`config.mk`:
```
export PLATFORM = sky130hd
export DESIGN_NAME = alu_op_sequencer
export DESIGN_NICKNAME = d
export VERILOG_FILES = /design/src/rtl/alu_op_sequencer_pkg.sv /design/src/rtl/alu_op_sequencer.sv
export SDC_FILE = /design/constraint.sdc
export NUM_CORES = 1
export LEC_CHECK = 0
export CORE_ASPECT_RATIO = 0.75
export CORE_UTILIZATION = 42
export DETAILED_ROUTE_END_ITERATION = 12
export PLACE_DENSITY = 0.78
export SLEW_MARGIN = 20
export SYNTH_ARGS = -nofsm -noshare
export SYNTH_HDL_FRONTEND = slang
export SYNTH_SLANG_ARGS = --single-unit
```
`constraint.sdc`:
```
create_clock -name clk_i -period 1.6 [get_ports clk_i]
set_input_delay 0.32 -clock clk_i [delete_from_list [all_inputs] [get_ports clk_i]]
set_output_delay 0.32 -clock clk_i [all_outputs]
set_load 0.01 [all_outputs]
```
`src/rtl/alu_op_sequencer_pkg.sv`:
```
// ---------------------------------------------------------------------------
// alu_op_sequencer_pkg : shared widths, ALU function/flag codes, FSM states
// Revision: 1.0
// ---------------------------------------------------------------------------
`default_nettype none

`ifndef ALU_OP_SEQ_DEFINES
`define ALU_OP_SEQ_DEFINES
`define DATA_WIDTH        8
`define CONTROL_WIDTH     4

`define OUTPUT_A          4'h0
`define OUTPUT_B          4'h1
`define OUTPUT_A_PLUS_B   4'h2
`define OUTPUT_A_MINUS_B  4'h3
`define OUTPUT_A_AND_B    4'h4
`define OUTPUT_A_OR_B     4'h5
`define OUTPUT_A_XOR_B    4'h6
`define OUTPUT_NOT_A      4'h7

`define DEFAULT_FLAG      2'b00
`define ZERO_FLAG         2'b01
`define OVERFLOW_FLAG     2'b10
`define NEGATIVE_FLAG     2'b11
`endif

package alu_op_sequencer_pkg;

  localparam int CHAIN_BIT = `DATA_WIDTH - 1;

  typedef enum logic [2:0] {
    SEQ_IDLE   = 3'd0,
    SEQ_LOAD_A = 3'd1,
    SEQ_LOAD_B = 3'd2,
    SEQ_EXEC   = 3'd3,
    SEQ_HOLD   = 3'd4
  } seq_state_e;

endpackage

`default_nettype wire

```
`src/rtl/alu_op_sequencer.sv`:
```
// ---------------------------------------------------------------------------
// alu_op_sequencer : opcode/A/B byte loader and result holder for eight_bit_alu
// Revision: 1.0
// ---------------------------------------------------------------------------
`default_nettype none

module alu_op_sequencer
  import alu_op_sequencer_pkg::*;
#(
  parameter int DATA_WIDTH    = `DATA_WIDTH,
  parameter int CONTROL_WIDTH = `CONTROL_WIDTH
) (
  input  logic                     clk_i,
  input  logic                     rst_n_i,
  input  logic [DATA_WIDTH-1:0]    data_i,
  input  logic                     valid_i,
  output logic                     ready_o,
  input  logic                     abort_i,
  output logic [DATA_WIDTH-1:0]    alu_a_o,
  output logic [DATA_WIDTH-1:0]    alu_b_o,
  output logic [CONTROL_WIDTH-1:0] alu_f_o,
  output logic                     alu_carry_o,
  input  logic [DATA_WIDTH-1:0]    alu_y_i,
  input  logic                     alu_carry_i,
  input  logic [1:0]               alu_flag_i,
  output logic [DATA_WIDTH-1:0]    result_o,
  output logic                     carry_o,
  output logic [1:0]               flag_o,
  output logic                     result_valid_o,
  input  logic                     result_ready_i
);

  seq_state_e               state_q, state_d;
  logic [DATA_WIDTH-1:0]    a_q, a_d;
  logic [DATA_WIDTH-1:0]    b_q, b_d;
  logic [CONTROL_WIDTH-1:0] f_q, f_d;
  logic                     chain_q, chain_d;
  logic                     carry_q, carry_d;
  logic [DATA_WIDTH-1:0]    result_q, result_d;
  logic [1:0]               flag_q, flag_d;
  logic                     valid_q, valid_d;

  always_ff @(posedge clk_i or negedge rst_n_i) begin
    if (!rst_n_i) begin
      state_q  <= SEQ_IDLE;
      a_q      <= '0;
      b_q      <= '0;
      f_q      <= '0;
      chain_q  <= 1'b0;
      carry_q  <= 1'b0;
      result_q <= '0;
      flag_q   <= `DEFAULT_FLAG;
      valid_q  <= 1'b0;
    end else begin
      state_q  <= state_d;
      a_q      <= a_d;
      b_q      <= b_d;
      f_q      <= f_d;
      chain_q  <= chain_d;
      carry_q  <= carry_d;
      result_q <= result_d;
      flag_q   <= flag_d;
      valid_q  <= valid_d;
    end
  end

  always_comb begin
    state_d  = state_q;
    a_d      = a_q;
    b_d      = b_q;
    f_d      = f_q;
    chain_d  = chain_q;
    carry_d  = carry_q;
    result_d = result_q;
    flag_d   = flag_q;
    valid_d  = valid_q;
    ready_o  = 1'b0;

    case (state_q)
      SEQ_IDLE: begin
        ready_o = 1'b1;
        if (valid_i) begin
          f_d     = data_i[CONTROL_WIDTH-1:0];
          chain_d = data_i[DATA_WIDTH-1];
          state_d = SEQ_LOAD_A;
        end
      end
      SEQ_LOAD_A: begin
        ready_o = 1'b1;
        if (valid_i) begin
          a_d     = data_i;
          state_d = SEQ_LOAD_B;
        end
      end
      SEQ_LOAD_B: begin
        ready_o = 1'b1;
        if (valid_i) begin
          b_d     = data_i;
          state_d = SEQ_EXEC;
        end
      end
      SEQ_EXEC: begin
        result_d = alu_y_i;
        flag_d   = alu_flag_i;
        carry_d  = alu_carry_i;
        valid_d  = 1'b1;
        state_d  = SEQ_HOLD;
      end
      SEQ_HOLD: begin
        if (result_ready_i) begin
          valid_d = 1'b0;
          state_d = SEQ_IDLE;
        end
      end
      default: state_d = SEQ_IDLE;
    endcase

    // Abort wins over everything: drop any byte or capture from this cycle.
    if (abort_i) begin
      state_d  = SEQ_IDLE;
      a_d      = a_q;
      b_d      = b_q;
      f_d      = f_q;
      chain_d  = chain_q;
      carry_d  = carry_q;
      result_d = result_q;
      flag_d   = flag_q;
      valid_d  = 1'b0;
    end
  end

  assign alu_a_o        = a_q;
  assign alu_b_o        = b_q;
  assign alu_f_o        = f_q;
  assign alu_carry_o    = chain_q & carry_q;
  assign result_o       = result_q;
  assign carry_o        = carry_q;
  assign flag_o         = flag_q;
  assign result_valid_o = valid_q;

endmodule

`default_nettype wire

```
==> results by group <==
Route
  – Drt pass-1 iters: 4
  – Via density: around 5
  – Routed WL: between 3 and 4 mm
  – WL/cell: 15.5 um
  – Post-route DRC: 0
  – Vias: 992
  – Routed Antenna Nets: 0
  – First DRT Iteration DRCs: 39

Clock tree
  – CTS buffer count: 5
  – CTS tree: built
  – CTS Buffer Depth: 2
  – Root Buffer: clkbuf_8
  – Clk slew on worst S/H paths: about 0.070 ns
  – Clk_lat worst skew: 0.28 ns
  – Max H-tree Level: 2
  – CTS Sinks: 36

Run
  – Max-Cap Viols: 0

Critical path
  – Reg2Reg Launch Point: state_q[1]
  – CP startpoint: alu_b_o[2]
  – CP Launch Type: register
  – Crit path max-delay family: buffers and inverters
  – Worst setup EP type: output port
  – WS Path Type: register to output port
  – Critical path fanouts, max: 2
  – Buffers and inverters on the worst path: 1
  – CP max stage delay: 0.56 ns
  – Data arrival, critical path: ~1.2 ns
  – Crit-path cells: clkdlybuf4s50_1
  – Required @ worst endpoint: 1.28 ns
  – Worst path slowest cell: clkdlybuf4s50_1

Synth
  – Yosys cell types: 18
  – #FFs+latches synth: 36
  – Synthesis Warnings: 0
  – Mapped Cells: a little over 90
  – Prevailing post-synth register cell: dfrtp_1
  – Cell taking the most area after synthesis: dfrtp_1
  – Synthesized net count: approximately 120
  – Syn_area_per_cell: between 15 and 20 um2
  – Seq/Total Area, Yosys: 0.623
  – Top cells by count, synth: dfrtp_1 (36), mux2_2 (32), a21oi_1 (5)
  – Most frequent cell after synthesis: dfrtp_1
  – Share of flip-flops with an asynchronous set or reset: 1.00
  – Post-synth top area share: 0.623
  – Synthesized area: roughly 0.0014 mm2
  – Ranking of synthesized cells by area: dfrtp_1 (62%), mux2_2 (25%), a21oi_1 (1.7%)
  – EDFF count, synth: 0

Place
  – Routability cong.: between 0.7 and 0.8
  – Placed cells: ~190
  – HPWL Detailed: approximately 2.3 mm
  – Place WS: -0.255 ns
  – Port buffer count: 57

Cells and area
  – Antenna diodes: 0
  – Layout cells sized above 1: 0.325
  – Final Non-Filler Cells: 200
  – Area growth from synthesis to layout: 53.1%
  – Layout Nets: about 180

GRT
  – Overall routing resource usage: 0.168
  – Initial antenna violation count: 0
  – Largest net degree at the start of global routing: 37
  – Vias in the first global route: roughly 1000
  – First-pass GRT wire length: approximately 4.7 mm
  – Grt total ovfl: 0

STA
  – Final Cycle Share: 0.955
  – Final Hold Violating Endpoints: 0
  – Fmax: 655 MHz
  – Final min period: between 1.5 and 2 ns
  – Final WS setup: ~0.072 ns
  – Final Max Tran Viols: 0
  – Worst Max-Slew Pin Slew: approximately 0.28 ns
  – Slew margin rel.: 0.815
  – Unrepaired setup endpoints after global routing: false
  – Final setup viols: 0
  – Final Skew: roughly 0.0037 ns

Min path
  – Hold Path Class: primary input to asynchronous set/reset pin

Power
  – LEAKAGE: 0.975 nW
  – Max IR drop VDD: about 0.00065 V
  – PD cells: between 1000 and 1500 mW/mm2

Die
  – Core footprint: 0.00329 mm2
  – Ports: just under 60
  – Die Span X: between 60 and 70 um
  – Initial core utilization: 0.440
  – Row Count: 18
  – Die Height: 52.8 um
  – Die area: 0.00368 mm2

Status
  – Status: finished clean
-- per-layer routing --
layer  GRT usage  vias to the layer above  share of wire
li1            -                      465              -
met1       0.208                      494           0.45
met2       0.279                       29           0.48
met3      0.0538                        4          0.054
met4      0.0633                        0          0.013
met5           0                        -              0
-- power breakdown --
group          leakage (nW)  internal, mW  switching, mW
logic                 0.469         0.546          0.289
registers             0.456          1.11          0.110
clock network        0.0503         0.383          0.298
total                 0.975          2.04          0.696
-- worst paths after layout --
kind	to	slack, ns	cells past startpoint
setup / recovery	alu_b_o[2]	0.07	1
hold / removal	alu_a_o[0]	0.40	2
setup reg to reg	result_o[0]	0.09	4
hold reg to reg	result_o[6]	0.51	1
max in group asynchronous	state_q[2]	1.00	2
min in group clk_i	result_o[6]	0.51	1
-- registers in the layout, indices dropped and copies added (netlist names) --
name	count
carry_o	1
alu_f_o	4
result_o	8
chain_q	1
alu_b_o	8
state_q	3
alu_a_o	8
flag_o	2
result_valid_o	1
-- layout by cell type (no fill, tap or decap) --
cell type / Yosys / routed
nand3b_1: 1 / 1
nand3b_4: 0 / 1
clkbuf_8: 1 / 7
buf_4: 0 / 3
nor3_1: 3 / 3
buf_12: 0 / 2
nor3b_2: 0 / 1
a21oi_1: 5 / 5
and2_1: 1 / 1
nor3b_4: 1 / 1
clkdlybuf4s50_1: 0 / 55
nand2_1: 1 / 1
inv_1: 1 / 1
nor2_1: 3 / 3
nor2b_4: 1 / 1
dlygate4sd2_1: 0 / 2
nor4b_1: 1 / 1
mux2_2: 32 / 32
nand3_2: 1 / 1
and3b_2: 1 / 1
dfrtp_2: 0 / 2
nor3b_1: 2 / 1
dfrtp_1: 36 / 34
-- through the flow --
step                hold WS (ns)  instance area, um2  total power [mW]  setup TNS, ns  utilization
CTS                        0.414                2200              2.76              0        0.669
global route               0.417                2210              2.88              0        0.674
detailed placement         0.493                2100              2.08          -6.07        0.640
finish                     0.402                2210              2.74              0        0.674
floorplan                 0.0244                1450              1.53              0            -
global placement           0.487                2100              2.05          -4.96        0.640
-- what timing repair did --
action | in CTS | in global routing
resized for setup | 4 | 2
pin swaps | 0 | 1
hold buffers | 0 | 0
buffers inserted | 0 | 0
gates cloned | 0 | 0
setup endpoints to repair | 2 | 8
-- logic make-up (layout without fill, tap and decap cells) --
| kind of cell | Yosys count | in the layout | share of synthesized area |
|---|---|---|---|
| flip-flops | 36 | 36 | 0.623 |
| buffers and inverters | 3 | 70 | 0.0199 |
| AND/OR/NAND/NOR | 17 | 17 | 0.0908 |
| AO/OA/AOI/OAI | 5 | 5 | 0.0173 |
| multiplexers | 32 | 32 | 0.249 |
-- final cells by class --
type / count / area [um2]
clock buffers: 7 / 96.3
fillers: 234 / 1070
inverters: 1 / 3.75
multi-input cells: 54 / 531
flip-flops and latches: 36 / 903
well taps: 40 / 50.0
repair buffers: 62 / 631
Power figures use the tool's default switching activity.
